$ cat src/rtl/sum_pkg.sv
// sum_pkg: shared defaults and helpers for the segmented pipelined adder.
package sum_pkg;

    localparam int DEF_WIDTH = 16;
    localparam int DEF_SEG_W = 4;

    // Number of carry segments, i.e. pipeline depth (ceiling division).
    function automatic int seg_count(input int width, input int seg_w);
        return (width + seg_w - 1) / seg_w;
    endfunction

endpackage

$ cat src/rtl/sum_seg.sv
// sum_seg: one registered carry segment of sum_pipe. Adds a segment of the
// operands plus the incoming carry and registers the result, carry-out and
// the beat's valid bit. Everything holds while en is low.
module sum_seg
    import sum_pkg::*;
#(
    parameter int SEG_W = DEF_SEG_W
) (
    input  logic             clk,
    input  logic             rst_n,
    input  logic             en,
    input  logic             vld_in,
    input  logic [SEG_W-1:0] a,
    input  logic [SEG_W-1:0] b,
    input  logic             cin,
    output logic [SEG_W-1:0] s,
    output logic             cout,
    output logic             vld_out
);

    logic [SEG_W-1:0] s_d;
    logic [SEG_W-1:0] s_q;
    logic             cout_d;
    logic             cout_q;
    logic             vld_d;
    logic             vld_q;

    // Segment addition; hold the previous contents while stalled.
    always_comb begin
        s_d    = s_q;
        cout_d = cout_q;
        vld_d  = vld_q;
        if (en) begin
            {cout_d, s_d} = {1'b0, a} + {1'b0, b} + {{SEG_W{1'b0}}, cin};
            vld_d         = vld_in;
        end
    end

    // Segment result register; reset clears data too so outputs are never X.
    always_ff @(posedge clk) begin
        if (!rst_n) begin
            s_q    <= '0;
            cout_q <= 1'b0;
            vld_q  <= 1'b0;
        end else begin
            s_q    <= s_d;
            cout_q <= cout_d;
            vld_q  <= vld_d;
        end
    end

    assign s       = s_q;
    assign cout    = cout_q;
    assign vld_out = vld_q;

endmodule

$ cat src/rtl/sum_pipe.sv
// sum_pipe: pipelined WIDTH-bit add/subtract with carry-in and valid/ready
// handshakes. The carry chain is cut into SEG_W-bit segments, one register
// stage each, so latency is STAGES = ceil(WIDTH/SEG_W) cycles.
// Optional feature macro: SUM_PIPE_OVF_EN adds the signed-overflow output ovf.
module sum_pipe
    import sum_pkg::*;
#(
    parameter int WIDTH = DEF_WIDTH,
    parameter int SEG_W = DEF_SEG_W
) (
    input  logic             clk,
    input  logic             rst_n,
    input  logic             in_valid,
    output logic             in_ready,
    input  logic [WIDTH-1:0] data_a,
    input  logic [WIDTH-1:0] data_b,
    input  logic             c_in,
    input  logic             sub,
    output logic             out_valid,
    input  logic             out_ready,
    output logic [WIDTH-1:0] sum,
`ifdef SUM_PIPE_OVF_EN
    output logic             ovf,
`endif
    output logic             c_out
);

    localparam int STAGES = seg_count(WIDTH, SEG_W);

    logic             stall;
    logic             en;
    logic             accept;
    logic [WIDTH-1:0] b_eff;
    logic             cin_eff;

    // Handshake: the whole pipe freezes only when a result is held at the output.
    // Subtraction is A + ~B + 1, so B is inverted and the carry forced at capture.
    always_comb begin
        stall    = out_valid & ~out_ready;
        en       = ~stall;
        in_ready = ~stall;
        accept   = in_valid & ~stall;
        b_eff    = sub ? ~data_b : data_b;
        cin_eff  = sub | c_in;
    end

    for (genvar k = 0; k < STAGES; k++) begin : g_stage
        localparam int LO = k * SEG_W;
        localparam int HI = (LO + SEG_W > WIDTH) ? WIDTH : LO + SEG_W;
        localparam int SW = HI - LO;

        // Operand bits still to be added (segment k and above), and the
        // result bits known after this stage (segments 0..k).
        logic [WIDTH-LO-1:0] op_a;
        logic [WIDTH-LO-1:0] op_b;
        logic [HI-1:0]       res_out;
        logic [SW-1:0]       seg_s;
        logic                seg_cin;
        logic                seg_cout;
        logic                seg_vin;
        logic                seg_vout;

        if (k == 0) begin : g_src
            assign op_a    = data_a;
            assign op_b    = b_eff;
            assign seg_cin = cin_eff;
            assign seg_vin = accept;
            assign res_out = seg_s;
        end else begin : g_src
            logic [LO-1:0] lo_d;
            logic [LO-1:0] lo_q;

            assign op_a    = g_stage[k-1].g_skew.a_up_q;
            assign op_b    = g_stage[k-1].g_skew.b_up_q;
            assign seg_cin = g_stage[k-1].seg_cout;
            assign seg_vin = g_stage[k-1].seg_vout;

            // Carry the already-finished lower result bits alongside the beat.
            always_comb begin
                lo_d = lo_q;
                if (en) begin
                    lo_d = g_stage[k-1].res_out;
                end
            end

            // Lower-result alignment register.
            always_ff @(posedge clk) begin
                if (!rst_n) begin
                    lo_q <= '0;
                end else begin
                    lo_q <= lo_d;
                end
            end

            assign res_out = {seg_s, lo_q};
        end

        sum_seg #(
            .SEG_W(SW)
        ) u_seg (
            .clk    (clk),
            .rst_n  (rst_n),
            .en     (en),
            .vld_in (seg_vin),
            .a      (op_a[SW-1:0]),
            .b      (op_b[SW-1:0]),
            .cin    (seg_cin),
            .s      (seg_s),
            .cout   (seg_cout),
            .vld_out(seg_vout)
        );

        if (HI < WIDTH) begin : g_skew
            logic [WIDTH-HI-1:0] a_up_d;
            logic [WIDTH-HI-1:0] a_up_q;
            logic [WIDTH-HI-1:0] b_up_d;
            logic [WIDTH-HI-1:0] b_up_q;

            // Delay the not-yet-added operand bits so they meet their carry.
            always_comb begin
                a_up_d = a_up_q;
                b_up_d = b_up_q;
                if (en) begin
                    a_up_d = op_a[WIDTH-LO-1:SW];
                    b_up_d = op_b[WIDTH-LO-1:SW];
                end
            end

            // Operand skew register.
            always_ff @(posedge clk) begin
                if (!rst_n) begin
                    a_up_q <= '0;
                    b_up_q <= '0;
                end else begin
                    a_up_q <= a_up_d;
                    b_up_q <= b_up_d;
                end
            end
        end

`ifdef SUM_PIPE_OVF_EN
        if (k == STAGES - 1) begin : g_ovf
            logic x_d;
            logic x_q;

            // Keep the operand MSB parity; with the registered sum MSB it
            // recovers the carry into the MSB without a second adder.
            always_comb begin
                x_d = x_q;
                if (en) begin
                    x_d = op_a[SW-1] ^ op_b[SW-1];
                end
            end

            // MSB parity register, aligned with the last result segment.
            always_ff @(posedge clk) begin
                if (!rst_n) begin
                    x_q <= 1'b0;
                end else begin
                    x_q <= x_d;
                end
            end
        end
`endif
    end

    assign sum       = g_stage[STAGES-1].res_out;
    assign c_out     = g_stage[STAGES-1].seg_cout;
    assign out_valid = g_stage[STAGES-1].seg_vout;

`ifdef SUM_PIPE_OVF_EN
    // Signed overflow = carry into MSB xor carry out of MSB.
    assign ovf = g_stage[STAGES-1].g_ovf.x_q ^ sum[WIDTH-1] ^ c_out;
`endif

endmodule

$ cat config.mk
export PLATFORM = sky130hd
export DESIGN_NAME = sum_pipe
export DESIGN_NICKNAME = d
export VERILOG_FILES = /design/src/rtl/sum_pkg.sv /design/src/rtl/sum_seg.sv /design/src/rtl/sum_pipe.sv
export SDC_FILE = /design/constraint.sdc
export NUM_CORES = 1
export LEC_CHECK = 0
export BUFFER_PORTS_ARGS = -buffer_cell sky130_fd_sc_hd__buf_4
export CAP_MARGIN = 20
export CORE_MARGIN = 2
export CORE_UTILIZATION = 60
export CTS_BUF_LIST = sky130_fd_sc_hd__clkbuf_4 sky130_fd_sc_hd__clkbuf_8
export CTS_CLUSTER_DIAMETER = 60
export DETAILED_ROUTE_END_ITERATION = 8
export GPL_TIMING_DRIVEN = 0
export PLACE_DENSITY_LB_ADDON = 0.05
export SYNTH_ARGS = -nofsm -noshare
export SYNTH_HDL_FRONTEND = slang
export SYNTH_SLANG_ARGS = --single-unit
export TNS_END_PERCENT = 100
$ cat constraint.sdc
create_clock -name clk -period 5.2 [get_ports clk]
set_input_delay 0.78 -clock clk [delete_from_list [all_inputs] [get_ports clk]]
set_output_delay 0.78 -clock clk [all_outputs]
set_load 0.01 [all_outputs]
# --- Word level (Yosys, flattened, before mapping) ---
# Index checks and enable logic that the tools add are counted.
totals:
  ff_bits: 96
  input_bits: 38
  elab_cells: 36
classes:
  bitwise: 6
  n_mux: 1
  n_addsub: 8
op_table:
  columns: ["op", "count"]
  rows:
  - ["adder 4 x 4 -> 5 bit", 4]
  - ["adder 5 x 1 -> 5 bit", 4]
  - ["two-way mux 16 bit", 1]
  - ["inverter 16 bit", 1]
  - ["AND 1 bit", 2]
  - ["inverter 1 bit", 2]
  - ["OR 1 bit", 1]

# --- Depth between registers and ports, before layout ---
# Gate-level depths: netlist of the first run.
logic_depth:
  ltp_word: 4
  depth_mapped: 9
  ltp_nobuf: 7

# --- Modules after synthesis ---
# Synthesis of the first run repeated with hierarchy kept, for this count alone.
unflattened:
  cells_unflattened: 470
  hier_area_um2: 4356.7
by_module_without_submodules:
  columns: ["module", "area_each_um2", "cells_per_inst", "instances", "seq_area_each_um2"]
  rows:
  - ["sum_pipe", 2890.3, 322, 1, 1441.4]
  - ["sum_seg", 366.6, 37, 4, 120.1]

# --- Least setup slack after synthesis of the first run ---
# No wires, ideal clock.
synth_path:
  path_kind: "input-to-reg"
  start: "input sub"
  end: "register g_stage[0].u_seg.s_q[1]"
  t_required_ns: 5.114
  arrival_time_ns: 2.434
  setup_slack_ns: 2.680
  path_buffers: 2
  cell_stages: 7
  cell_sequence: "buf_4 buf_4 or2_2 fa_1 inv_1 fa_1 a211oi_1"
synth_via:
  elab_chain_cells: 3
synth_rtl:
  columns: ["element", "line_no", "source"]
  rows:
  - ["start: declaration", "sum_pipe.sv:18", "input logic sub,"]
  - ["two-way mux 16 bit", "sum_pipe.sv:43", "b_eff = sub ? ~data_b : data_b;"]
  - ["adder 4 x 4 -> 5 bit", "sum_seg.sv:34", "{cout_d, s_d} = {1'b0, a} + {1'b0, b} + {{SEG_W{1'b0}}, cin};"]
  - ["adder 5 x 1 -> 5 bit *", "sum_seg.sv:34", null]
  - ["end signal: assignment", "sum_seg.sv:42", "s_q <= '0;"]
  - ["end signal: assignment", "sum_seg.sv:46", "s_q <= s_d;"]
  - ["end: declaration", "sum_seg.sv:22", "logic [SEG_W-1:0] s_q;"]
# Every way passes the cells marked *; elsewhere a longest branch is shown, timed or not.
# A chain may end at the register's enable or synchronous reset.

# --- Final worst setup path of the first run ---
layout_path:
  start: "input out_ready"
  end: "output in_ready"
layout_via:
  elab_chain_cells: 3
layout_rtl:
  columns: ["element", "line_no", "source"]
  rows:
  - ["start: declaration", "sum_pipe.sv:20", "input logic out_ready,"]
  - ["inverter 1 bit", "sum_pipe.sv:39", "stall = out_valid & ~out_ready;"]
  - ["AND 1 bit", "sum_pipe.sv:39", null]
  - ["inverter 1 bit", "sum_pipe.sv:41", "in_ready = ~stall;"]
  - ["end: declaration", "sum_pipe.sv:14", "output logic in_ready,"]
# Every way passes these cells.

==> run summary, run 1 <==
Post-synth EDFFs: 0
Final Setup Violations: 0
Post-route minimum period: 2.54 ns
Final Max Tran Viols: 0
Lkg Pwr: 1.98 nW
Final Hold Viols: 0
Worst r2r src: g_stage[1].g_skew.a_up_q[0]$_SDFFE_PN0N_
Die Area: 7350 um2
CP Buf/Inv Count: 6
Max Freq: 393 MHz
Layout cell share with drive strength beyond 1: 0.174
TritonCTS buffer count: 9
Global placer's final weighted congestion: 0.885
FF+latch count, synth: 96
Max-Slew Margin vs Limit: 0.596
Kind of cell adding the most delay to the critical path: buffers and inverters
Wire length of the first global-routing pass: 15100 um
Clock-pin slew on the worst setup and hold paths: 0.10 ns
Critical Path AT: 1.76 ns
WS Path Type: in -> out
Post-synth top flop: dfxtp_1
Register area share after synthesis: 0.480
Slew @ Worst Pin: 0.606 ns
Diode count: 0
CTS Sinks: 96
Hold depth: 2
Post CTS Setup Buffer Count: 0
I/O Pins: 57
Yosys warning count: 0
Clk root buf: clkbuf_8
Run status: finished, final reports clean
WL/cell: 14.9 um
DP Worst Slack: 2.57 ns
CTS tree: yes
DR pass1 iterations: 5
Layout Nets: 606
Synth Instances: 482
Worst-case clock buffer depth: 2
Pwr/cell area: 327 nW/um2
Row count: 29
Critical path depth: 7
Initial antenna violation count: 0
Gr usage total: 0.265
Syn nets: 540
Die Ht: 85.7 um
Hold Crit Start: g_stage[3].g_src.lo_q[6]$_SDFFE_PN0N_
Slowest-stage cell, CP: buf_2
Count of cell types in the netlist: 27
Critical path cell sequence: buf_4 -> nor2b_1 -> buf_4 -> inv_2 -> buf_2 -> buf_2 -> buf_4
Mapped Area: 4010 um2
Vias: 3446
R2R Setup Slk: 3.47 ns
Detail Placement HPWL: 6880 um
Fillcell total: 505
Final ANT Viol Nets: 0
CP peak stage delay: 0.28 ns
Hold WC Path Type: reg -> reg
CP Launch Type: primary input
Port buffer count: 55
Vias in the first global route: 3179
Die width: 85.7 um
Crit path capture type: output pin
Iter 0 DRT Violations: 229
CORE AREA: 6390 um2
Area taken by multi-input logic gates: 1850 um2
H-Tree Depth: 3
Pin count of the biggest net entering global routing: 17
Hold Buf Count CTS: 0
Async SR Flop Fraction: 0
Worst Skew: 0.0122 ns
Initial Util: 0.627
P&R area growth vs syn: 18.6%
Clock latency of the later-clocked register in the worst-skew pair: 0.36 ns
CTS-repair resized insts: 0
DRC errors left: 0
Setup tns final: 0 ns
Worst vdd ir: 0.000237 V
Avg Inst Size Synth: 8.31 um2
Unrepaired setup endpoints after global routing: no
Final WS setup: 2.66 ns
Worst hold slack: 0.458 ns
Grt ovf: 0
Crit path top cell by count: buf_4
Worst Hold Path EP: g_stage[3].g_src.lo_q[6]$_SDFFE_PN0N_
Total Wirelength: 9390 um
Detail-routed via count per cell: 5.47
Register area: 1920 um2
Maxcap violations: 0
R2R depth: 6
Tcrit/Tclk final: 0.489
Crit Path Max Fanout: 10
RR Endpoint: g_stage[2].u_seg.cout$_SDFFE_PN0N_
Worst EP required: 4.42 ns
[cells by family after synthesis]
logic type / Yosys count / synth area share
fa+ha+maj: 20 / 0.0774
simple gates: 185 / 0.183
xor+xnor: 20 / 0.0437
compound gates: 110 / 0.157
flops: 96 / 0.480
buf+inv: 51 / 0.0590
[tightest hold or removal path, stage by stage, from the launching register on]
cell     delay (ns)
dfxtp_1        0.32
nand2_1        0.05
a21oi_1        0.05
[where the power goes]
part	leakage [nW]	internal [W]	switching, W
registers	0.789	0.000784	0.0000298
clock network	0.121	0.000302	0.000265
logic	1.08	0.0000827	0.0000906
[Yosys cell counts (7+ instances only)]
cell,number,area [um2]
ha_1,12,150
clkbuf_1,12,45.0
inv_1,15,56.3
a21oi_1,77,385
fa_1,8,160
a211oi_1,17,128
buf_2,18,90.1
nand2_1,143,537
o21ai_0,7,35.0
xnor2_1,15,131
nor2_1,23,86.3
nand3_1,9,45.0
dfxtp_1,96,1920
[how the worst max path moves through the flow]
stage | from | endpoint | slack, ns
floorplan | sub | g_stage[0].u_seg.s[1]$_SDFFE_PN0N_ | 2.68
global placement | sub | g_stage[0].u_seg.s[1]$_SDFFE_PN0N_ | 2.60
detailed placement | sub | g_stage[0].u_seg.s[1]$_SDFFE_PN0N_ | 2.57
CTS | out_ready | in_ready | 2.67
global route | out_ready | in_ready | 2.59
finish | out_ready | in_ready | 2.66
[area by class of cell]
| class | count | area share |
|---|---|---|
| Buffer | 35 | 0.0371 |
| Clock inverter | 5 | 0.0182 |
| Multi-Input combinational cell | 335 | 0.389 |
| Timing Repair Buffer | 55 | 0.0869 |
| Clock buffer | 11 | 0.0319 |
| Tap cell | 77 | 0.0203 |
| Inverter | 16 | 0.0126 |
| Sequential cell | 96 | 0.404 |
[state kept, by name, indices dropped and copies added (netlist names)]
name and count:
g_stage.u_seg.vld_out 4, g_stage.u_seg.s 16, g_stage.g_src.lo_q 24, g_stage.g_skew.a_up_q 24, g_stage.g_skew.b_up_q 24, g_stage.u_seg.cout 4
[metal layers]
| layer | up-vias | share of wire | track usage | wire length (um) |
|---|---|---|---|---|
| met1 | 1610 | 0.44 | 0.350 | 4170 |
| met5 | - | 0 | 0 | 0 |
| li1 | 1714 | - | - | - |
| met2 | 102 | 0.49 | 0.430 | 4560 |
| met3 | 20 | 0.044 | 0.0462 | 413 |
| met4 | 0 | 0.026 | 0.113 | 245 |
[metrics by stage]
| step | util | total power [W] | area [um2] | cells |
|---|---|---|---|---|
| 2_1_floorplan | - | 0.000930 | 4010 | 482 |
| 3_3_place_gp | 0.707 | 0.000994 | 4520 | 614 |
| 3_5_place_dp | 0.707 | 0.00100 | 4520 | 614 |
| 4_1_cts | 0.744 | 0.00155 | 4750 | 630 |
| 5_1_grt | 0.744 | 0.00161 | 4750 | 630 |
| 6_report | 0.744 | 0.00155 | 4750 | 630 |
[cell usage in the layout, fill, tap and decap left out, types with 15 or more instances in the layout]
| cell | instances |
|---|---|
| a21oi_1 | 77 |
| inv_1 | 15 |
| dfxtp_1 | 96 |
| xnor2_1 | 15 |
| nand2_1 | 143 |
| buf_2 | 18 |
| a211oi_1 | 17 |
| buf_4 | 59 |
| nor2_1 | 23 |
(Power assumes the default switching activity.)
==> run 2, diff against run 1 <==
CORE_UTILIZATION = 53   (was 60)
clock period = 2.3 ns   (was 5.2 ns; I/O delays follow)
==> run 2 against run 1 <==
  * First-iteration DRC count fell by 19%
  * Sequential power rose by 130%
  * Hold slack got worse by 0.24 ns
  * Cell area rose by 0.21%
  * Clock-buffer cell count did not move
  * Critical path type is now reg -> out
  * Sequential cell count did not move
  * Largest power group unchanged
  * Final cell count rose by 3.5%
  * Non-clock buffer count did not move
  * Critical endpoint unchanged
  * Die area rose by 13%
  * Total power rose by 120%
  * Utilization fell by 9.1 points
==> run summary, run 2 (synthesized netlist as in run 1, its figures left out) <==
Final ANT Viol Nets: 0
Layout cell share with drive strength beyond 1: 0.174
Final Setup Violations: 0
Post CTS Setup Buffer Count: 0
Top Registers: g_stage.g_skew.a_up_q (24), g_stage.g_skew.b_up_q (24), g_stage.g_src.lo_q (24)
Critical Path AT: 1.69 ns
Grt ovf: 0
Setup tns final: 0 ns
Maxcap violations: 0
Crit path launch: g_stage[3].u_seg.vld_out$_SDFFE_PN0N_
Initial antenna violation count: 0
Pwr/cell area: 725 nW/um2
Slew @ Worst Pin: 0.603 ns
WS Path Type: reg -> out
Tcrit/Tclk final: 0.884
Detail-routed via count per cell: 5.27
WL/cell: 14.7 um
Hold WC Path Type: in -> reg
Post-route minimum period: 2.03 ns
Run status: finished, final reports clean
Worst EP required: 1.96 ns
Unrepaired setup endpoints after global routing: no
H-Tree Depth: 3
Gr usage total: 0.243
Lkg Pwr: 1.97 nW
Vias in the first global route: 3248
Clock latency of the later-clocked register in the worst-skew pair: 0.37 ns
Clk root buf: clkbuf_8
R2R Setup Slk: 0.59 ns
Kind of cell adding the most delay to the critical path: buffers and inverters
DRC errors left: 0
Post-layout util: 0.653
Diode count: 0
Most frequent cells in the layout: 143 x nand2_1, 96 x dfxtp_1, 77 x a21oi_1
CP Launch Type: register
R2R depth: 6
CTS tree: yes
Die width: 90.9 um
Initial Util: 0.549
DR pass1 iterations: 5
Met2 routed WL: 4570 um
RR Endpoint: g_stage[2].u_seg.s[2]$_SDFFE_PN0N_
Row count: 31
Iter 0 DRT Violations: 186
Die Area: 8270 um2
Slowest-stage cell, CP: dfxtp_1
Global placer's final weighted congestion: 0.867
Worst Setup EP: in_ready
Critical path cell sequence: nor2b_1 -> buf_4 -> inv_2 -> buf_2 -> buf_2 -> buf_4
Critical path depth: 6
Wl on met1: 4410 um
Worst Skew: 0.00704 ns
P&R area growth vs syn: 18.9%
CORE AREA: 7290 um2
Detail Placement HPWL: 6950 um
Final Hold Viols: 0
Wire length of the first global-routing pass: 15800 um
Pin count of the biggest net entering global routing: 16
Layout Nets: 606
Commonest non-fill, non-tap cell in the layout: nand2_1
Hold Buf Count CTS: 0
Max-Slew Margin vs Limit: 0.598
Vias: 3435
CP Buf/Inv Count: 5
Worst-case clock buffer depth: 2
Fillcell total: 658
Final Max Tran Viols: 0
CTS Sinks: 96
Port buffer count: 55
I/O Pins: 57
Uppermost layer routed: met4
Crit path capture type: output pin
Worst r2r src: g_stage[1].g_skew.a_up_q[0]$_SDFFE_PN0N_
CP peak stage delay: 0.32 ns
Max Freq: 492 MHz
TritonCTS buffer count: 9
Clock-pin slew on the worst setup and hold paths: 0.09 ns
Worst vdd ir: 0.000324 V
Wire length on met3: 409 um
Crit Path Max Fanout: 10
Total Wirelength: 9580 um
Die Ht: 90.9 um
CTS-repair resized insts: 0
## run 2: tightest hold or removal path, stage by stage
cell and delay, ns:
buf_4 0.11, nand2_1 0.04, a21oi_1 0.05
## run 2: cell type report
class / count / area (um2) / area share
sequential: 96 / 1920 / 0.403
multi-input combinational: 335 / 1850 / 0.388
timing repair buffer: 55 / 413 / 0.0867
buffer: 35 / 176 / 0.0370
clock buffer: 11 / 139 / 0.0292
tap: 99 / 124 / 0.0260
clock inverter: 5 / 81.3 / 0.0171
inverter: 16 / 60.1 / 0.0126
## run 2: stage by stage
step           instance area, um2  total power [W]  hold WS (ns)  worst slack [ns]  instances
3_3_place_gp                 4540          0.00225         0.439             0.135        636
3_5_place_dp                 4540          0.00227         0.445             0.120        636
4_1_cts                      4760          0.00346         0.212             0.259        652
2_1_floorplan                4010          0.00210         0.432             0.215        482
5_1_grt                      4760          0.00360         0.232             0.181        652
6_report                     4760          0.00345         0.219             0.268        652
## run 2: worst min-delay path by stage
stage | from | endpoint | slack (ns) | depth (start not counted)
after detailed placement | g_stage[1].g_skew.b_up_q[4]$_SDFFE_PN0N_ | g_stage[1].g_skew.b_up_q[4]$_SDFFE_PN0N_ | 0.45 | 2
after global placement | g_stage[3].g_src.lo_q[10]$_SDFFE_PN0N_ | g_stage[3].g_src.lo_q[10]$_SDFFE_PN0N_ | 0.44 | 2
final | in_valid | g_stage[0].u_seg.vld_out$_SDFFE_PN0N_ | 0.22 | 3
after CTS | in_valid | g_stage[0].u_seg.vld_out$_SDFFE_PN0N_ | 0.21 | 3
after global routing | data_a[10] | g_stage[0].g_skew.a_up_q[6]$_SDFFE_PN0N_ | 0.23 | 3
after floorplan | g_stage[1].g_skew.a_up_q[0]$_SDFFE_PN0N_ | g_stage[1].g_skew.a_up_q[0]$_SDFFE_PN0N_ | 0.43 | 2
## run 2: metal layers
layer	GRT usage	vias to the layer above
li1	-	1709
met1	0.315	1619
met2	0.406	91
met3	0.0432	16
met4	0.0859	0
met5	0	-
## run 2: report_power, final
part | total [W] | internal, W | switching, W
logic | 0.000393 | 0.000188 | 0.000206
clock network | 0.00122 | 0.000637 | 0.000585
registers | 0.00184 | 0.00177 | 0.0000656
==> run 3, diff against run 2 <==
CORE_UTILIZATION = 51   (was 53)
CTS_BUF_LIST = sky130_fd_sc_hd__clkbuf_16   (was sky130_fd_sc_hd__clkbuf_4 sky130_fd_sc_hd__clkbuf_8)
==> run 3 against run 2 <==
  * Fmax up 3.1%
  * Highest routed layer unchanged
  * Clock skew up 0.0020 ns
  * Final cell count up 0.46%
  * Register-to-register slack worse by 0.05 ns
  * Sequential share of layout area down 0.66 points
  * Sequential cell count unchanged
  * Clock power up 21%
  * Global-route usage down 0.88 points
==> run summary, run 3 (synthesized netlist as in run 1, its figures left out) <==
Sequential share of power: 0.496
Maxcap violations: 0
Slowest-stage cell, CP: dfxtp_1
Die Ht: 92.6 um
Top Registers: g_stage.g_skew.a_up_q (24), g_stage.g_skew.b_up_q (24), g_stage.g_src.lo_q (24)
Worst vdd ir: 0.000392 V
Hold WC Path Type: in -> reg
Pin count of the biggest net entering global routing: 17
Crit path capture type: output pin
Total Wirelength: 9450 um
Run status: finished, final reports clean
CP peak stage delay: 0.32 ns
Sw Share: 0.244
Register area: 1920 um2
Unrepaired setup endpoints after global routing: no
Detail Placement HPWL: 6950 um
Clk root buf: clkbuf_16
WL/cell: 14.4 um
Comb pwr share: 0.105
Final ANT Viol Nets: 0
Fillcell total: 710
Pwr/cell area: 765 nW/um2
TritonCTS buffer count: 9
Final WS setup: 0.329 ns
Global placer's final weighted congestion: 0.944
Initial antenna violation count: 0
Die width: 92.6 um
Port buffer count: 55
Gr usage total: 0.234
Vias: 3354
CTS Sinks: 96
Detail-routed via count per cell: 5.12
P_int: 0.00280 W
CTS-repair resized insts: 0
Layout Nets: 606
Row count: 32
Final Power: 0.00370 W
P&R area growth vs syn: 20.9%
Setup tns final: 0 ns
Worst EP required: 1.96 ns
I/O Pins: 57
NetSw: 0.000903 W
Max Freq: 507 MHz
Initial Util: 0.521
Final Setup Violations: 0
Most frequent cells in the layout: 143 x nand2_1, 96 x dfxtp_1, 77 x a21oi_1
Commonest non-fill, non-tap cell in the layout: nand2_1
DRC errors left: 0
Clock-pin slew on the worst setup and hold paths: 0.07 ns
DP Worst Slack: 0.119 ns
DR pass1 iterations: 4
CORE AREA: 7690 um2
Clk pwr share: 0.398
H-Tree Depth: 3
CP Launch Type: register
Diode count: 0
Final Hold Viols: 0
Die Area: 8580 um2
Lkg Pwr: 2.00 nW
Post-route minimum period: 1.97 ns
Iter 0 DRT Violations: 139
Area taken by multi-input logic gates: 1850 um2
Slew @ Worst Pin: 0.593 ns
Clock latency of the later-clocked register in the worst-skew pair: 0.34 ns
CTS tree: yes
Grt ovf: 0
Post CTS Setup Buffer Count: 0
Wire length of the first global-routing pass: 15500 um
Tcrit/Tclk final: 0.857
Final Max Tran Viols: 0
WS Path Type: reg -> out
Vias in the first global route: 3146
Worst Skew: 0.00900 ns
Worst-case clock buffer depth: 2
Max-Slew Margin vs Limit: 0.605
Layout cell share with drive strength beyond 1: 0.170
Hold Buf Count CTS: 0
Critical Path AT: 1.63 ns
Crit Path Max Fanout: 10
Critical path cell sequence: nor2b_1 -> buf_4 -> inv_2 -> buf_2 -> buf_2 -> buf_4
-- run 3: cell types whose count changed in the layout (fill, tap and decap cells not counted), sizes merged --
| cell | previous run | this run |
|---|---|---|
| clkbuf | 23 | 21 |
| clkinv | 2 | 3 |
| inv | 16 | 17 |
| bufinv | 2 | 1 |
| clkinvlp | 1 | 2 |
-- run 3: final cells by class --
type	count	area share
clock inverters	7	0.0145
multi-input cells	335	0.382
plain buffers	35	0.0364
repair buffers	55	0.0853
well taps	102	0.0264
inverters	16	0.0124
clock buffers	9	0.0465
flip-flops and latches	96	0.397
-- run 3: critical path, delay by kind of cell, from the launching register on --
kind          cells  cell delay (ns)
buf+inv           5             0.84
simple gates      1             0.13
flops             1             0.32
-- run 3: path summary, 6_finish.rpt --
check	start	endpoint	slack (ns)	cells past startpoint
min	data_a[4]	g_stage[0].g_skew.a_up_q[0]$_SDFFE_PN0N_	0.25	3
min reg2reg	g_stage[1].g_skew.a_up_q[7]$_SDFFE_PN0N_	g_stage[1].g_skew.a_up_q[7]$_SDFFE_PN0N_	0.45	2
max	g_stage[3].u_seg.vld_out$_SDFFE_PN0N_	in_ready	0.33	6
max reg2reg	g_stage[1].u_seg.cout$_SDFFE_PN0N_	g_stage[2].u_seg.s[2]$_SDFFE_PN0N_	0.54	6
-- run 3: layer usage --
layer  track usage  wire length, um
met3        0.0374              510
met4        0.0895              182
met2         0.393             4480
met1         0.303             4280
met5             0                0
-- run 3: per-stage QoR --
stage / util / cell area, um2 / instances / hold WS (ns)
after CTS: 0.630 / 4840 / 655 / 0.249
after floorplan: - / 4010 / 482 / 0.432
after global routing: 0.630 / 4840 / 655 / 0.253
final: 0.630 / 4840 / 655 / 0.253
after detailed placement: 0.591 / 4550 / 639 / 0.443
after global placement: 0.591 / 4550 / 639 / 0.439
-- run 3: power groups by stage --
stage	registers, W	logic [W]	clock network, W
detailed placement	0.00188	0.000387	0
global route	0.00185	0.000442	0.00157
floorplan	0.00186	0.000244	0
global placement	0.00187	0.000378	0
CTS	0.00184	0.000390	0.00149
finish	0.00184	0.000390	0.00148
